===== src/rtl/cpu_v2_pkg.sv =====
// Shared types and constants for the v2 multicycle core: opcode and state
// encodings, the flag bundle, and the bit positions of the instruction fields.
package cpu_v2_pkg;

  typedef enum logic [3:0] {
    OP_ADD   = 4'h0,
    OP_SUB   = 4'h1,
    OP_AND   = 4'h2,
    OP_OR    = 4'h3,
    OP_XOR   = 4'h4,
    OP_SHL   = 4'h5,
    OP_SHR   = 4'h6,
    OP_CMP   = 4'h7,
    OP_BEQ   = 4'h8,
    OP_BNE   = 4'h9,
    OP_JMP   = 4'hA,
    OP_MUL   = 4'hB,
    OP_HALT  = 4'hC,
    OP_STORE = 4'hD,
    OP_LOAD  = 4'hE,
    OP_LDI   = 4'hF
  } opcode_t;

  typedef enum logic [1:0] {
    FETCH = 2'd0,
    EXEC  = 2'd1,
    MEM   = 2'd2,
    HALT  = 2'd3
  } state_t;

  typedef struct packed {
    logic n;
    logic c;
    logic z;
  } flags_t;

  localparam int OP_HI  = 15;
  localparam int OP_LO  = 12;
  localparam int RD_HI  = 11;
  localparam int RD_LO  = 8;
  localparam int RS1_HI = 7;
  localparam int RS1_LO = 4;
  localparam int RS2_HI = 3;
  localparam int RS2_LO = 0;
  localparam int IMM_HI = 7;
  localparam int IMM_LO = 0;

endpackage


===== src/rtl/regfile_v2.sv =====
// Register file for the v2 core: two combinational read ports, one synchronous
// write port and a debug read port. Indices at or above NREGS read as zero and
// writes to them are dropped. All registers clear asynchronously on rst_n.
module regfile_v2 #(
  parameter int DATA_W = 8,
  parameter int NREGS  = 16
) (
  input  logic              clk,
  input  logic              rst_n,
  input  logic [3:0]        ra_addr,
  output logic [DATA_W-1:0] ra_data,
  input  logic [3:0]        rb_addr,
  output logic [DATA_W-1:0] rb_data,
  input  logic              wr_en,
  input  logic [3:0]        wr_addr,
  input  logic [DATA_W-1:0] wr_data,
  input  logic [3:0]        dbg_addr,
  output logic [DATA_W-1:0] dbg_data
);

  logic [DATA_W-1:0] regs [NREGS];

  // Single write port; an out-of-range address matches no entry and is dropped
  always_ff @(posedge clk or negedge rst_n) begin
    if (!rst_n) begin
      for (int i = 0; i < NREGS; i++) regs[i] <= '0;
    end else if (wr_en) begin
      for (int i = 0; i < NREGS; i++) begin
        if (wr_addr == 4'(i)) regs[i] <= wr_data;
      end
    end
  end

  // Read ports as explicit muxes so unmatched indices fall back to zero
  always_comb begin
    ra_data  = '0;
    rb_data  = '0;
    dbg_data = '0;
    for (int i = 0; i < NREGS; i++) begin
      if (ra_addr == 4'(i))  ra_data  = regs[i];
      if (rb_addr == 4'(i))  rb_data  = regs[i];
      if (dbg_addr == 4'(i)) dbg_data = regs[i];
    end
  end

endmodule


===== src/rtl/cpu_core_v2.sv =====
// Multicycle v2 core: FETCH -> EXEC (-> MEM) -> FETCH, with HALT as a sink
// left only by reset. Instruction and data memories sit behind req/ack.
// Optional feature: define CPU_MUL_EN to make opcode B a multiply; without it
// opcode B is illegal and stops the core with fault raised.
module cpu_core_v2
  import cpu_v2_pkg::*;
#(
  parameter int DATA_W  = 8,
  parameter int NREGS   = 16,
  parameter int PC_W    = 8,
  parameter int DADDR_W = 8
) (
  input  logic               clk,
  input  logic               rst_n,
  output logic               imem_req,
  output logic [PC_W-1:0]    imem_addr,
  input  logic               imem_ack,
  input  logic [15:0]        imem_data,
  output logic               dmem_req,
  output logic               dmem_we,
  output logic [DADDR_W-1:0] dmem_addr,
  output logic [DATA_W-1:0]  dmem_wdata,
  input  logic               dmem_ack,
  input  logic [DATA_W-1:0]  dmem_rdata,
  input  logic [3:0]         dbg_addr,
  output logic [DATA_W-1:0]  dbg_data,
  output logic [PC_W-1:0]    pc,
  output logic [2:0]         flags,
  output logic               halted,
  output logic               fault
);

  state_t            state, state_next;
  logic [15:0]       ir;
  logic              ir_load;
  flags_t            flg, flags_next;
  logic [PC_W-1:0]   pc_next;
  logic              fault_next;
  opcode_t           op;
  logic [3:0]        rd, rs1, rs2;
  logic [7:0]        imm;
  logic [DATA_W-1:0] a, b;
  logic              wr_en;
  logic [DATA_W-1:0] wr_data;
  logic [DATA_W-1:0] alu_res;
  logic              alu_c;
  logic [DATA_W:0]   sum;
  logic [31:0]       shamt;

  assign op  = opcode_t'(ir[OP_HI:OP_LO]);
  assign rd  = ir[RD_HI:RD_LO];
  assign rs1 = ir[RS1_HI:RS1_LO];
  assign rs2 = ir[RS2_HI:RS2_LO];
  assign imm = ir[IMM_HI:IMM_LO];

  regfile_v2 #(.DATA_W(DATA_W), .NREGS(NREGS)) u_regfile (
    .clk      (clk),
    .rst_n    (rst_n),
    .ra_addr  (rs1),
    .ra_data  (a),
    .rb_addr  (rs2),
    .rb_data  (b),
    .wr_en    (wr_en),
    .wr_addr  (rd),
    .wr_data  (wr_data),
    .dbg_addr (dbg_addr),
    .dbg_data (dbg_data)
  );

  // Operands come straight from the instruction register and register file,
  // which both stay put during MEM, so the data request is held stable.
  assign imem_addr  = pc;
  assign dmem_we    = (op == OP_STORE);
  assign dmem_addr  = DADDR_W'(a);
  assign dmem_wdata = b;
  assign flags      = flg;
  assign halted     = (state == HALT);

  // ALU: result plus carry; subtract uses a + ~b + 1 so carry means no borrow
  always_comb begin
    alu_res = '0;
    alu_c   = 1'b0;
    sum     = '0;
    shamt   = 32'(b) % 32'(DATA_W);
    case (op)
      OP_ADD: begin
        sum     = {1'b0, a} + {1'b0, b};
        alu_res = sum[DATA_W-1:0];
        alu_c   = sum[DATA_W];
      end
      OP_SUB, OP_CMP: begin
        sum     = {1'b0, a} + {1'b0, ~b} + {{DATA_W{1'b0}}, 1'b1};
        alu_res = sum[DATA_W-1:0];
        alu_c   = sum[DATA_W];
      end
      OP_AND: alu_res = a & b;
      OP_OR:  alu_res = a | b;
      OP_XOR: alu_res = a ^ b;
      OP_SHL: alu_res = a << shamt;
      OP_SHR: alu_res = a >> shamt;
`ifdef CPU_MUL_EN
      OP_MUL: alu_res = a * b;
`endif
      default: alu_res = '0;
    endcase
  end

  // State, pc, flags, fault and instruction register updates
  always_ff @(posedge clk or negedge rst_n) begin
    if (!rst_n) begin
      state <= FETCH;
      pc    <= '0;
      ir    <= '0;
      flg   <= '0;
      fault <= 1'b0;
    end else begin
      state <= state_next;
      pc    <= pc_next;
      flg   <= flags_next;
      fault <= fault_next;
      if (ir_load) ir <= imem_data;
    end
  end

  // Next-state decode, handshake requests and register write control
  always_comb begin
    state_next = state;
    pc_next    = pc;
    flags_next = flg;
    fault_next = fault;
    ir_load    = 1'b0;
    wr_en      = 1'b0;
    wr_data    = alu_res;
    imem_req   = 1'b0;
    dmem_req   = 1'b0;
    case (state)
      FETCH: begin
        imem_req = rst_n;
        if (imem_ack) begin
          ir_load    = 1'b1;
          state_next = EXEC;
        end
      end
      EXEC: begin
        state_next = FETCH;
        pc_next    = pc + PC_W'(1);
        case (op)
          OP_ADD, OP_SUB, OP_AND, OP_OR, OP_XOR, OP_SHL, OP_SHR: begin
            wr_en      = 1'b1;
            flags_next = '{n: alu_res[DATA_W-1], c: alu_c, z: (alu_res == '0)};
          end
          OP_CMP: flags_next = '{n: alu_res[DATA_W-1], c: alu_c, z: (alu_res == '0)};
          OP_BEQ: if (flg.z) pc_next = PC_W'(imm);
          OP_BNE: if (!flg.z) pc_next = PC_W'(imm);
          OP_JMP: pc_next = PC_W'(imm);
          OP_LDI: begin
            wr_en   = 1'b1;
            wr_data = DATA_W'(imm);
          end
          OP_HALT: begin
            state_next = HALT;
            pc_next    = pc;
          end
          OP_STORE, OP_LOAD: begin
            state_next = MEM;
            pc_next    = pc;
          end
`ifdef CPU_MUL_EN
          OP_MUL: begin
            wr_en      = 1'b1;
            flags_next = '{n: alu_res[DATA_W-1], c: 1'b0, z: (alu_res == '0)};
          end
`else
          OP_MUL: begin
            fault_next = 1'b1;
            state_next = HALT;
            pc_next    = pc;
          end
`endif
          default: begin
            fault_next = 1'b1;
            state_next = HALT;
            pc_next    = pc;
          end
        endcase
      end
      MEM: begin
        dmem_req = rst_n;
        if (dmem_ack) begin
          wr_en      = !dmem_we;
          wr_data    = dmem_rdata;
          pc_next    = pc + PC_W'(1);
          state_next = FETCH;
        end
      end
      HALT: state_next = HALT;
      default: state_next = FETCH;
    endcase
  end

endmodule

===== config.mk =====
export PLATFORM = sky130hd
export DESIGN_NAME = cpu_core_v2
export DESIGN_NICKNAME = d
export VERILOG_FILES = /design/src/rtl/cpu_v2_pkg.sv /design/src/rtl/regfile_v2.sv /design/src/rtl/cpu_core_v2.sv
export SDC_FILE = /design/constraint.sdc
export NUM_CORES = 1
export LEC_CHECK = 0
export ABC_AREA = 1
export CAP_MARGIN = 5
export CELL_PAD_IN_SITES_DETAIL_PLACEMENT = 0
export CELL_PAD_IN_SITES_GLOBAL_PLACEMENT = 2
export CORE_ASPECT_RATIO = 1.1
export CORE_MARGIN = 8
export CORE_UTILIZATION = 30
export CTS_BUF_LIST = sky130_fd_sc_hd__clkbuf_4 sky130_fd_sc_hd__clkbuf_8 sky130_fd_sc_hd__clkbuf_16
export DETAILED_ROUTE_END_ITERATION = 8
export PLACE_DENSITY = 0.84
export SYNTH_ARGS = -nofsm -noshare
export SYNTH_HDL_FRONTEND = slang
export SYNTH_SLANG_ARGS = --single-unit

===== constraint.sdc =====
create_clock -name clk -period 3.9 [get_ports clk]
set_input_delay 0.585 -clock clk [delete_from_list [all_inputs] [get_ports clk]]
set_output_delay 0.585 -clock clk [all_outputs]
set_load 0.01 [all_outputs]

Word-level counts from Yosys, hierarchy flattened
Index checks and enable logic that the tools add are counted.
Storage, ports and cells
  input bits: 32
  word-level logic and storage cells: 218
  flip-flop bits (word level): 158
  output and inout port bits: 48
Operators by class
  eq/ne operators: 81
  bitwise operators: 4
  muxes and demuxes: 69
  shifts and indexed selects: 2
  $add $sub $neg: 4
  reduce and logical (&&, ||, !) cells: 35
Operator list (number)
  $mux W8: 53
  $eq A4 B4 Y1 const B: 40
  $eq A4 B3 Y1 const B: 20
  $pmux W8 S7: 1
  $eq A4 B2 Y1 const B: 10
  $reduce_and A2 Y1: 19
  $pmux W8 S2: 2
  $pmux W8 S4: 1
  $eq A4 B1 Y1 const B: 5
  $logic_not A4 Y1: 5
  $add A8 B8 Y9: 2
  $reduce_or A8 Y1: 2
  $add A9 B1 Y9 const B: 1
  $add A8 B1 Y8 const B: 1
  $and A8 B8 Y8: 1
  $logic_not A8 Y1: 1
  $not A8 Y8: 1
  $or A8 B8 Y8: 1
  $pmux W2 S4: 1
  $shl A8 B3 Y8: 1
  $shr A8 B3 Y8: 1
  $xor A8 B8 Y8: 1
  $mux W1: 6
  $ne A2 B2 Y1 const B: 3
  other kinds (11): 16

Logic depth before layout (Yosys ltp)
  depth in word-level cells: 23
  depth in mapped cells: 35
  gate-level depth less buffers: 35

By module
A second synthesis with hierarchy kept.
Unflattened totals
  cell total of the unflattened synthesis: 1802
  area, all modules: 11611.1 um^2
By module, submodules not included
  regfile_v2: area each 8008.9 um^2, sequential area each 3203.1 um^2, instances 1, cells each 1227
  cpu_core_v2: area each 3602.2 um^2, sequential area each 750.7 um^2, instances 1, cells each 575

Least setup slack after synthesis
Ideal clock, no wire load.
  path type: reg-to-reg
  start: reg ir[4]
  end: reg u_regfile.regs[78] (netlist bit)
  buffers on the path: 2
  clock period less this slack: 4064 ps
  required time: 3760 ps
  path slack: -164 ps
  stages on the path, launching flop included: 32
  arrival time: 3924 ps
  setup time: 140 ps
  path through: dfrtp_1 -> inv_1 -> nor2_1 -> buf_4 -> nand2_1 -> o21ai_0 -> inv_1 -> nand4_1 -> nand2_1 -> nand4_1 -> nand2_1 -> nand4_1 -> a21oi_1 -> inv_1 -> ha_1 -> inv_1 -> fa_1 -> o31ai_1 -> inv_1 -> nor2_1 -> nor2_1 -> o21bai_1 -> nand2_1 -> xor2_1 -> a221oi_1 -> o21a_1 -> nand2_1 -> nand2_1 -> nand2_2 -> buf_4 -> nand2_1 -> o21ai_0
On the way
  longest elaborated chain between the ends: 22
  elaborated cells on any way between the ends: 44
  those cells by class: add/sub: 3; eq/ne: 15; shift: 2; mux: 20; bitwise: 3; reduce/logical: 1
Ends and longest elaborated chain
  from (decl): line cpu_core_v2.sv:34  | logic [15:0] ir;
  from (signal assigned): line cpu_core_v2.sv:121  | if (ir_load) ir <= imem_data;
  $logic_not A4 Y1: line regfile_v2.sv:40  | if (ra_addr == 4'(i)) ra_data = regs[i];
  $mux W8 (15 in a row): line regfile_v2.sv:40
  $mux W8 (*): line regfile_v2.sv:40
  net dmem_addr[0]: line cpu_core_v2.sv:21  | output logic [DADDR_W-1:0] dmem_addr,
  $add A8 B8 Y9: line cpu_core_v2.sv:92  | sum = {1'b0, a} + {1'b0, ~b} + {{DATA_W{1'b0}}, 1'b1};
  $add A9 B1 Y9: line cpu_core_v2.sv:92
  $pmux W8 S7 (*): line cpu_core_v2.sv:85  | case (op)
  $mux W8 (on tied branches): line cpu_core_v2.sv:189, cpu_core_v2.sv:147
  $pmux W8 S2 (*): line cpu_core_v2.sv:136  | case (state)
  to (signal, indexed assignment): line regfile_v2.sv:29  | if (wr_addr == 4'(i)) regs[i] <= wr_data;
  to (decl): line regfile_v2.sv:21  | logic [DATA_W-1:0] regs [NREGS];
The timed path passes the listed nets; every way through them passes the cells marked *.
A chain may end at the register's enable or synchronous reset.

Final worst setup path
  start: reg ir[7]
  end: reg u_regfile.regs[6] (netlist bit)
On the way
  longest elaborated chain between the ends: 22
  elaborated cells on any way between the ends: 44
  those cells by class: add/sub: 3; eq/ne: 15; shift: 2; mux: 20; bitwise: 3; reduce/logical: 1
Ends and longest elaborated chain (line)
  $logic_not A4 Y1: regfile_v2.sv:40
  $mux W8 (15 in a row): regfile_v2.sv:40
  $mux W8 (*): regfile_v2.sv:40
  $add A8 B8 Y9: cpu_core_v2.sv:92
  $add A9 B1 Y9: cpu_core_v2.sv:92
  $pmux W8 S7 (*): cpu_core_v2.sv:85
  $mux W8 (on tied branches): cpu_core_v2.sv:189, cpu_core_v2.sv:147
  $pmux W8 S2 (*): cpu_core_v2.sv:136
Mark *: on every way between the ends. The rest lies on a longest branch, timed or not.

==> impl_metrics.toml <==
[critical_path]
critPathKind = "reg2reg"
critical_path.max_stage_delay_ns = 0.44
cp_slowest_cell = "dfrtp_2"
ff2ff_path_depth = 31
cp_max_fo = 8
cp-end-kind = "flip-flop"
r2r_slack_ns = -0.60
r2r-end = "u_regfile.regs[6]"
critPathMostFrequentCell = "nand2_1"
reg2reg_from = "ir[7]"
startpoint_type = "flip-flop"
cp.arrival_ns = 4.80
required_ns = 4.20

[routing]
wire_per_inst_um = 18.7
drcViolationCount = 0
vias = 13000
ant_nets = 0
drtIter0Drc = 997
wl_mm = 48.8
first_pass_iters = 6
vias_per_cell = 4.97

[cts]
cts.clk_slew.worst_paths_ns = 0.07
cts.htree.levels = 4
clk_latency_ns = 0.45
clk_path_buf_depth = 2
holdBufCountCts = 0
clock-sinks = 158
cts_buffers = 17
cts-root-buf = "clkbuf_16"
cts_tree = "done"

[finish]
finish.instance_area_sq_mm = 0.0168
layout_commonest_cell = "nand2_1"
multi_input_area_sq_mm = 0.00693
drive_gt1_frac = 0.285
final_nets = 2175
fillerInstances = 3846
syn_to_final_growth_pct = 48.1
final_cell_mix = "nand2_1 (414), buf_4 (295), inv_1 (252)"
regArea_sq_mm = 0.00396
diodes = 0

[timing]
finalHoldViolCount = 0
setup_slack_ns = -0.604
finalCritPeriodShare = 1.15
finalCriticalPeriod_ns = 4.50
max_freq_ghz = 0.222
skew_ns = 0.00913
rsz0062_at_grt = "true"
slew_viol_final = 0
max_slew_margin = 0.266
fin_setup_tns_ns = -32.29
tightestPinTransition_ns = 1.10
finalSetupViolCount = 99

[synth]
yosysTopAreaCellShare = 0.349
ys_types = 47
syn_inst = 1726
ys_ff_latch = 158
yosysTopAreaCell = "dfrtp_1"
synth_edf_count = 0
async_reset_ff_frac = 1.00
yosys_most_used_dff = "dfrtp_1"
avgSynthCellArea_sq_um = 6.56
yosys-top-cells-area = "dfrtp_1 (35%), nand2_1 (15%), inv_1 (9.1%), o21ai_0 (6.9%), nor2_1 (6.8%)"
syn_area_sq_mm = 0.0113
ys_warn_count = 0
synth_nets = 1791
synth.yosys.seq_area_share = 0.349

[global_route]
grt_start_max_net_pins = 75
antenna_found_initial = 0
grt_pass1_wl_mm = 74.4
grt_pass1_vias = 12800
gr-usage-all-layers = 0.217
grt.overflow.total = 0

[floorplanning]
core_sq_mm = 0.0372
start_util = 0.304
rows = 74
die_area_sq_mm = 0.0442
fp.dieH_um = 220
ios = 80
die_w_um = 201

[outcome]
violations = "setup timing"
outcome = "complete, but fails checks"

[place]
port-buffer-count = 79
finalWeightedCongestion = 0.911
dp_hpwl_mm = 38.2
placed_area_sq_mm = 0.0148

[run]
maxCapViolations = 0

[min_path]
min_path_type = "in2async"
## synth_stat cells (3+ instances only)
cell and number:
a21oi_1 95, a221oi_1 4, a22oi_1 3, a31oi_1 5
buf_4 15, buf_6 8, clkbuf_1 13, dfrtp_1 158
ha_1 31, inv_1 276, inv_2 11, mux2i_1 4
nand2_1 449, nand2_2 10, nand3_1 93, nand4_1 31
nor2_1 205, nor2_2 8, nor2_4 4, nor3_1 18
nor4_1 3, o2111ai_1 16, o211ai_1 6, o21ai_0 157
o21ai_1 37, o21bai_1 3, o221ai_1 10, o22ai_1 24
xor2_1 3
## layer usage
metal | global-route usage | part of all wire | up-vias
met2 | 0.367 | 0.48 | 381
met1 | 0.272 | 0.43 | 6170
met5 | 0 | 0 | -
met3 | 0.0320 | 0.045 | 107
li1 | - | - | 6357
met4 | 0.101 | 0.044 | 0
## kinds of logic (layout without fill, tap and decap cells)
kind of cell	after synthesis	after routing	synth area share
DFF	158	158	0.349
xor gates and xnor gates	3	3	0.00232
adders and majority gates	33	33	0.0378
buffers and inverters	330	727	0.120
AOI/OAI and AO/OA	372	372	0.185
muxes	4	4	0.00354
and+or+nand+nor	826	826	0.302
## critical path, delay by kind of cell, from the launching register on
family          cells  cell delay, ns
buf+inv            10            1.10
xor+xnor            1            0.16
compound gates      5            0.86
flops               1            0.44
fa+ha+maj           1            0.28
simple gates       14            1.50
## flip-flops by register name, indices dropped and copies added (netlist names)
name and count:
state 2, fault 1, flags 3, u_regfile.regs 128
ir 16, imem_addr 8
## final cells by class
type	instances	area share
Multi-Input combinational cell	1238	0.413
Sequential cell	158	0.236
Timing Repair Buffer	404	0.210
Inverter	291	0.0671
Tap cell	494	0.0368
Clock buffer	22	0.0283
Clock inverter	10	0.00820
## timing repair
item	in CTS	in global routing
buffers inserted	13	21
pin swaps	29	64
resized for setup	146	185
endpoints found under the setup margin	133	134
gates cloned	2	1
## per-stage QoR
stage	hold slack, ns	instances	util	setup WS, ns
3_3_place_gp	0.463	2549	0.398	-0.904
4_1_cts	0.0549	2595	0.430	-0.662
3_5_place_dp	0.459	2549	0.398	-0.990
5_1_grt	0.0700	2617	0.451	-0.875
6_report	0.0512	2617	0.451	-0.604
2_1_floorplan	0.289	1726	-	0.00311
## worst max-delay path by stage
| stage | start | endpoint | slack, ns | cells past startpoint |
|---|---|---|---|---|
| floorplan | ir[2] | u_regfile.regs[78] | 0.003 | 32 |
| global placement | ir[0] | u_regfile.regs[6] | -0.90 | 31 |
| detailed placement | ir[0] | u_regfile.regs[6] | -0.99 | 32 |
| CTS | ir[0] | u_regfile.regs[6] | -0.66 | 32 |
| global route | ir[7] | u_regfile.regs[87] | -0.87 | 35 |
| finish | ir[7] | u_regfile.regs[6] | -0.60 | 31 |
Power is not shown: default switching activity piles up to over one toggle a cycle in this logic, so the estimate is an artifact.
